[config.mk]
export PLATFORM = sky130hd
export DESIGN_NAME = vga_timing_lookahead
export DESIGN_NICKNAME = d
export VERILOG_FILES = /design/src/rtl/vga_timing_lookahead.sv
export SDC_FILE = /design/constraint.sdc
export NUM_CORES = 1
export LEC_CHECK = 0
export CORE_MARGIN = 4
export CORE_UTILIZATION = 40
export CTS_CLUSTER_SIZE = 10
export DETAILED_ROUTE_END_ITERATION = 10
export DONT_BUFFER_PORTS = 1
export SYNTH_ARGS = -nofsm -noshare
export SYNTH_HDL_FRONTEND = slang
export SYNTH_SLANG_ARGS = --single-unit
[constraint.sdc]
create_clock -name vga_pix_clk -period 3.07 [get_ports vga_pix_clk]
set_input_delay 0.614 -clock vga_pix_clk [delete_from_list [all_inputs] [get_ports vga_pix_clk]]
set_output_delay 0.614 -clock vga_pix_clk [all_outputs]
set_load 0.03 [all_outputs]
[src/rtl/vga_timing_lookahead.sv]
// VGA raster timing: display-aligned x/y + syncs, plus an ahead x/y pair leading by LOOKAHEAD pixels.
// Latency: syncs/enables registered from next-state counters, so aligned with sx/sy; strobes combinational.
// Backpressure: none; pix_ce gates every advance and all registered outputs hold while it is low.
//
// Ports:
//   vga_pix_clk, rst_n (async active-low), pix_ce (pixel advance enable)
//   sx, sy, display_enabled, H_SYNC, V_SYNC            -- display-aligned pair
//   sx_aot, sy_aot, display_enabled_aot                -- ahead pair (LOOKAHEAD pixels early)
//   line_stb_aot, frame_stb_aot                        -- 1-cycle pulses at ahead x==0 / (0,0), gated by pix_ce
//   frame_cnt (16b)                                    -- only when FRAME_COUNTER_EN is defined
//
// Optional build macro: FRAME_COUNTER_EN adds a 16-bit frame counter output.

module vga_timing_lookahead #(
    parameter int H_VISIBLE_AREA = 640,
    parameter int H_FRONT_PORCH  = 16,
    parameter int H_SYNC_PULSE   = 96,
    parameter int H_BACK_PORCH   = 48,
    parameter int V_VISIBLE_AREA = 480,
    parameter int V_FRONT_PORCH  = 10,
    parameter int V_SYNC_PULSE   = 2,
    parameter int V_BACK_PORCH   = 33,
    parameter int LOOKAHEAD      = 3,
    parameter bit H_SYNC_POL     = 1'b0,
    parameter bit V_SYNC_POL     = 1'b0,
    localparam int H_WHOLE_LINE  = H_VISIBLE_AREA + H_FRONT_PORCH + H_SYNC_PULSE + H_BACK_PORCH,
    localparam int V_WHOLE_LINE  = V_VISIBLE_AREA + V_FRONT_PORCH + V_SYNC_PULSE + V_BACK_PORCH,
    localparam int HW            = $clog2(H_WHOLE_LINE),
    localparam int VW            = $clog2(V_WHOLE_LINE)
) (
    input  logic          vga_pix_clk,
    input  logic          rst_n,
    input  logic          pix_ce,
    output logic [HW-1:0] sx,
    output logic [VW-1:0] sy,
    output logic          display_enabled,
    output logic          H_SYNC,
    output logic          V_SYNC,
    output logic [HW-1:0] sx_aot,
    output logic [VW-1:0] sy_aot,
    output logic          display_enabled_aot,
    output logic          line_stb_aot,
    output logic          frame_stb_aot
`ifdef FRAME_COUNTER_EN
    ,
    output logic [15:0]   frame_cnt
`endif
);

    localparam int HS_START = H_VISIBLE_AREA + H_FRONT_PORCH;
    localparam int HS_END   = HS_START + H_SYNC_PULSE;
    localparam int VS_START = V_VISIBLE_AREA + V_FRONT_PORCH;
    localparam int VS_END   = VS_START + V_SYNC_PULSE;

    localparam logic [HW-1:0] H_LAST = HW'(H_WHOLE_LINE - 1);
    localparam logic [VW-1:0] V_LAST = VW'(V_WHOLE_LINE - 1);
    localparam logic [HW-1:0] LA_X   = HW'(LOOKAHEAD);

    // The ahead pair is seeded at (LOOKAHEAD, 0) and counts in lock-step with
    // the display pair, so it only stays LOOKAHEAD ahead if it never needs to
    // start on a later line.
    if (LOOKAHEAD < 0 || LOOKAHEAD >= H_WHOLE_LINE) begin : g_lookahead_range
        $error("vga_timing_lookahead: LOOKAHEAD must be in 0..H_WHOLE_LINE-1");
    end

    function automatic logic in_range(input int v, input int lo, input int hi);
        return (v >= lo) && (v < hi);
    endfunction

    logic [HW-1:0] sx_nxt, sx_aot_nxt;
    logic [VW-1:0] sy_nxt, sy_aot_nxt;

    // Plain wrap-around counters for both pairs; no offset arithmetic between them.
    always_comb begin
        sx_nxt     = sx + HW'(1);
        sy_nxt     = sy;
        sx_aot_nxt = sx_aot + HW'(1);
        sy_aot_nxt = sy_aot;
        if (sx == H_LAST) begin
            sx_nxt = '0;
            sy_nxt = (sy == V_LAST) ? '0 : sy + VW'(1);
        end
        if (sx_aot == H_LAST) begin
            sx_aot_nxt = '0;
            sy_aot_nxt = (sy_aot == V_LAST) ? '0 : sy_aot + VW'(1);
        end
    end

    // Enables and syncs are decoded from the next-state counters so that,
    // once registered, they line up with the sx/sy they describe.
    always_ff @(posedge vga_pix_clk or negedge rst_n) begin
        if (!rst_n) begin
            sx                  <= '0;
            sy                  <= '0;
            display_enabled     <= 1'b1;
            H_SYNC              <= ~H_SYNC_POL;
            V_SYNC              <= ~V_SYNC_POL;
            sx_aot              <= LA_X;
            sy_aot              <= '0;
            display_enabled_aot <= (LOOKAHEAD < H_VISIBLE_AREA);
        end else if (pix_ce) begin
            sx                  <= sx_nxt;
            sy                  <= sy_nxt;
            display_enabled     <= in_range(int'(sx_nxt), 0, H_VISIBLE_AREA) &&
                                   in_range(int'(sy_nxt), 0, V_VISIBLE_AREA);
            H_SYNC              <= in_range(int'(sx_nxt), HS_START, HS_END) ? H_SYNC_POL : ~H_SYNC_POL;
            V_SYNC              <= in_range(int'(sy_nxt), VS_START, VS_END) ? V_SYNC_POL : ~V_SYNC_POL;
            sx_aot              <= sx_aot_nxt;
            sy_aot              <= sy_aot_nxt;
            display_enabled_aot <= in_range(int'(sx_aot_nxt), 0, H_VISIBLE_AREA) &&
                                   in_range(int'(sy_aot_nxt), 0, V_VISIBLE_AREA);
        end
    end

    // Strobes mark the cycle that will advance away from ahead x==0, so they are
    // qualified by pix_ce; rst_n keeps them quiet while the counters sit at reset.
    assign line_stb_aot  = rst_n & pix_ce & (sx_aot == '0);
    assign frame_stb_aot = line_stb_aot & (sy_aot == '0);

`ifdef FRAME_COUNTER_EN
    always_ff @(posedge vga_pix_clk or negedge rst_n) begin
        if (!rst_n) begin
            frame_cnt <= '0;
        end else if (frame_stb_aot) begin
            frame_cnt <= frame_cnt + 16'd1;
        end
    end
`endif

endmodule

==> results.sh <==
export IMPL_postCtsSetupRepairBufs=0
export IMPL_clock_latency_ns=0.30
export IMPL_setup_tns_final_ns=0
export IMPL_synth_edff_count=0
export IMPL_fin_worst_skew_ns=0.00585
export IMPL_grt_pass1_vias=2340
export IMPL_power_leakage_uw=0.00113
export IMPL_grt_ovfl_total=0
export IMPL_netlist_area_um2=2900
export IMPL_finalSetupViolations=0
export IMPL_synth_top_area_frac=0.328
export IMPL_htreeDepth=2
export IMPL_wl_um=7170
export IMPL_drtIter0Drc=74
export IMPL_area_growth_pct=4.97
export IMPL_hold_class="in2async"
export IMPL_cp_arrival_ns=2.10
export IMPL_antenna_found_initial=0
export IMPL_tightest_slew_ns=0.634
export IMPL_die_w_um=93.1
export IMPL_grt_use_total=0.170
export IMPL_maxCapViolCount=0
export IMPL_cts_sinks=44
export IMPL_grt_pass1_wl_um=12000
export IMPL_worstSetupEndpointType="output port"
export IMPL_gp_congestion=0.754
export IMPL_cts_root_buffer="clkbuf_8"
export IMPL_syn_inst=323
export IMPL_port_buffers=0
export IMPL_drcViolationCount=0
export IMPL_dp_slack_ns=0.707
export IMPL_clockBufferDepth=2
export IMPL_syn_mean_instance_area_um2=8.97
export IMPL_status="completed"
export IMPL_cts_tree="yes"
export IMPL_hold_viol=0
export IMPL_critPathLaunchType="flip-flop"
export IMPL_grt_met3_usage=0.0378
export IMPL_timing_slew_headroom=0.578
export IMPL_postRouteAntennaNets=0
export IMPL_synth_xor_area_frac=0.0363
export IMPL_clk_pin_slew_worst_paths_ns=0.09
export IMPL_drive_gt1_frac=0.109
export IMPL_dieArea_um2=8670
export IMPL_use_met2=0.268
export IMPL_pin_count=49
export IMPL_post_route_min_period_ns=2.72
export IMPL_synthAdderAreaFrac=0.0302
export IMPL_synth_top_family_by_area="simple AND/OR/NAND/NOR gates"
export IMPL_yosys_area_top_type="dfrtp_1"
export IMPL_rsz0062_at_grt="no"
export IMPL_fin_ws_ns=0.355
export IMPL_viasPerCell=6.08
export IMPL_peakVddDrop_mv=0.161
export IMPL_synthTopCellsByArea="dfrtp_1 33%, dfstp_2 5.4%, o21ai_0 4.8%"
export IMPL_dp_hpwl_um=4740
export IMPL_cp_max_fo=7
export IMPL_muxShareOfSynthArea=0.0143
export IMPL_p_per_area_nw_per_um2=585
export IMPL_yosys_area_share_simple=0.284
export IMPL_numCtsBuffers=5
export IMPL_total_power_uw=1780
export IMPL_report_final_slew_viol_count=0
export IMPL_finalCritPeriodShare=0.884
export IMPL_required_ns=2.46
export IMPL_synth_distinct_cells=65
export IMPL_path_class="reg2out"
export IMPL_rows=30
export IMPL_synth_main_ff_cell="dfrtp_1"
export IMPL_seq_area_frac_synth=0.383
export IMPL_synth_compound_area_frac=0.191
export IMPL_top_usage_layer="met2"
export IMPL_async_flop_share=1.00
export IMPL_num_vias=2487
export IMPL_yosys_warnings=0
export IMPL_core_um2=6910
export IMPL_die_height_um=93.1
export IMPL_nets=322
export IMPL_initial_core_util=0.419
export IMPL_antenna_cells=0
export IMPL_drt_pass1_iterations=5
export IMPL_max_freq_mhz=368
export IMPL_drt_wirelength_per_cell_um=17.5
export IMPL_synthesis_nets=333
export IMPL_ys_ff_latch=44
export IMPL_grt_max_degree=39
export IMPL_grtUsageMet1=0.228
==> worst paths after layout <==
check / start / endpoint / slack, ns / cells after the start
setup / recovery: sx_aot[6] / frame_stb_aot / 0.35 / 4
hold / removal: rst_n / sy_aot[3] / 0.14 / 1
setup reg to reg: sx[0] / display_enabled / 0.73 / 6
hold reg to reg: display_enabled / display_enabled / 0.59 / 2
max in group asynchronous: rst_n / sy[4] / 2.72 / 1
min in group vga_pix_clk: pix_ce / sx_aot[0] / 0.39 / 1
==> power by group <==
part	switching (uW)	internal, uW
sequential	341	671
combinational	170	140
clock	214	241
==> what timing repair did <==
item                       in CTS  in global routing
gates resized for setup         0                  0
hold buffers                    1                  0
hold endpoints to repair       38                  0
setup endpoints to repair       0                  0
==> metal layers <==
| metal | part of all wire | vias up |
|---|---|---|
| met5 | 0 | - |
| met4 | 0.018 | 0 |
| met3 | 0.055 | 11 |
| met2 | 0.48 | 72 |
| met1 | 0.45 | 1229 |
| li1 | - | 1175 |
==> cell type report <==
type | instances | area (um^2)
clock buffer | 5 | 68.8
sequential | 44 | 1110
fill | 711 | 3870
clock inverter | 3 | 42.5
timing repair buffer | 4 | 42.5
tap | 96 | 120
multi-input combinational | 246 | 1620
inverter | 11 | 41.3
==> flip-flops by register name, summed over array words and instances, names as in the netlist <==
signal               count
sx                      10
sy                      10
sx_aot                  10
sy_aot                  10
V_SYNC                   1
display_enabled          1
H_SYNC                   1
display_enabled_aot      1
==> synthesized netlist by cell type (all sizes together), types with 4 or more instances <==
cell type / count
and4: 5
buf: 15
nand2: 31
nand2b: 4
a31oi: 7
inv: 11
and2: 4
dfstp: 6
nor3: 9
nor2: 19
nor2b: 5
clkbuf: 7
ha: 7
o31ai: 13
xnor2: 10
a211oi: 5
a21oi: 8
dfrtp: 38
and3: 9
nand4: 10
o21ai: 28
nand3: 21
==> cell usage in the layout, fill, tap and decap left out, types with 7 or more instances in the layout <==
cell / instances
ha_1: 7
a31oi_1: 7
o31ai_1: 13
nand2_1: 30
and3_1: 8
nor3_1: 7
o21ai_0: 28
nand3_1: 19
dfrtp_1: 38
a21oi_1: 8
xnor2_1: 10
nand4_1: 10
nor2_1: 19
inv_1: 11
==> cells by family (layout without fill, tap and decap cells) <==
kind of cell,after synthesis,after routing
xor+xnor,12,12
fa+ha+maj,7,7
buf+inv,33,23
mux,4,4
simple gates,139,139
flops,44,44
compound gates,84,84
==> metrics by stage <==
| step | util | instances | cell area (um^2) | hold slack, ns |
|---|---|---|---|---|
| after global routing | 0.440 | 409 | 3040 | 0.118 |
| after CTS | 0.440 | 409 | 3040 | 0.127 |
| after floorplan | - | 323 | 2900 | 0.318 |
| after detailed placement | 0.421 | 400 | 2910 | 0.319 |
| final | 0.440 | 409 | 3040 | 0.143 |
| after global placement | 0.421 | 400 | 2910 | 0.319 |
==> critical path, cell delays in order (launching register included) <==
cell     delay, ns
dfrtp_1       0.57
nor3_2        0.32
nand4_1       0.15
nor4b_2       0.32
and4_1        0.44
Power figures use the tool's default switching activity.
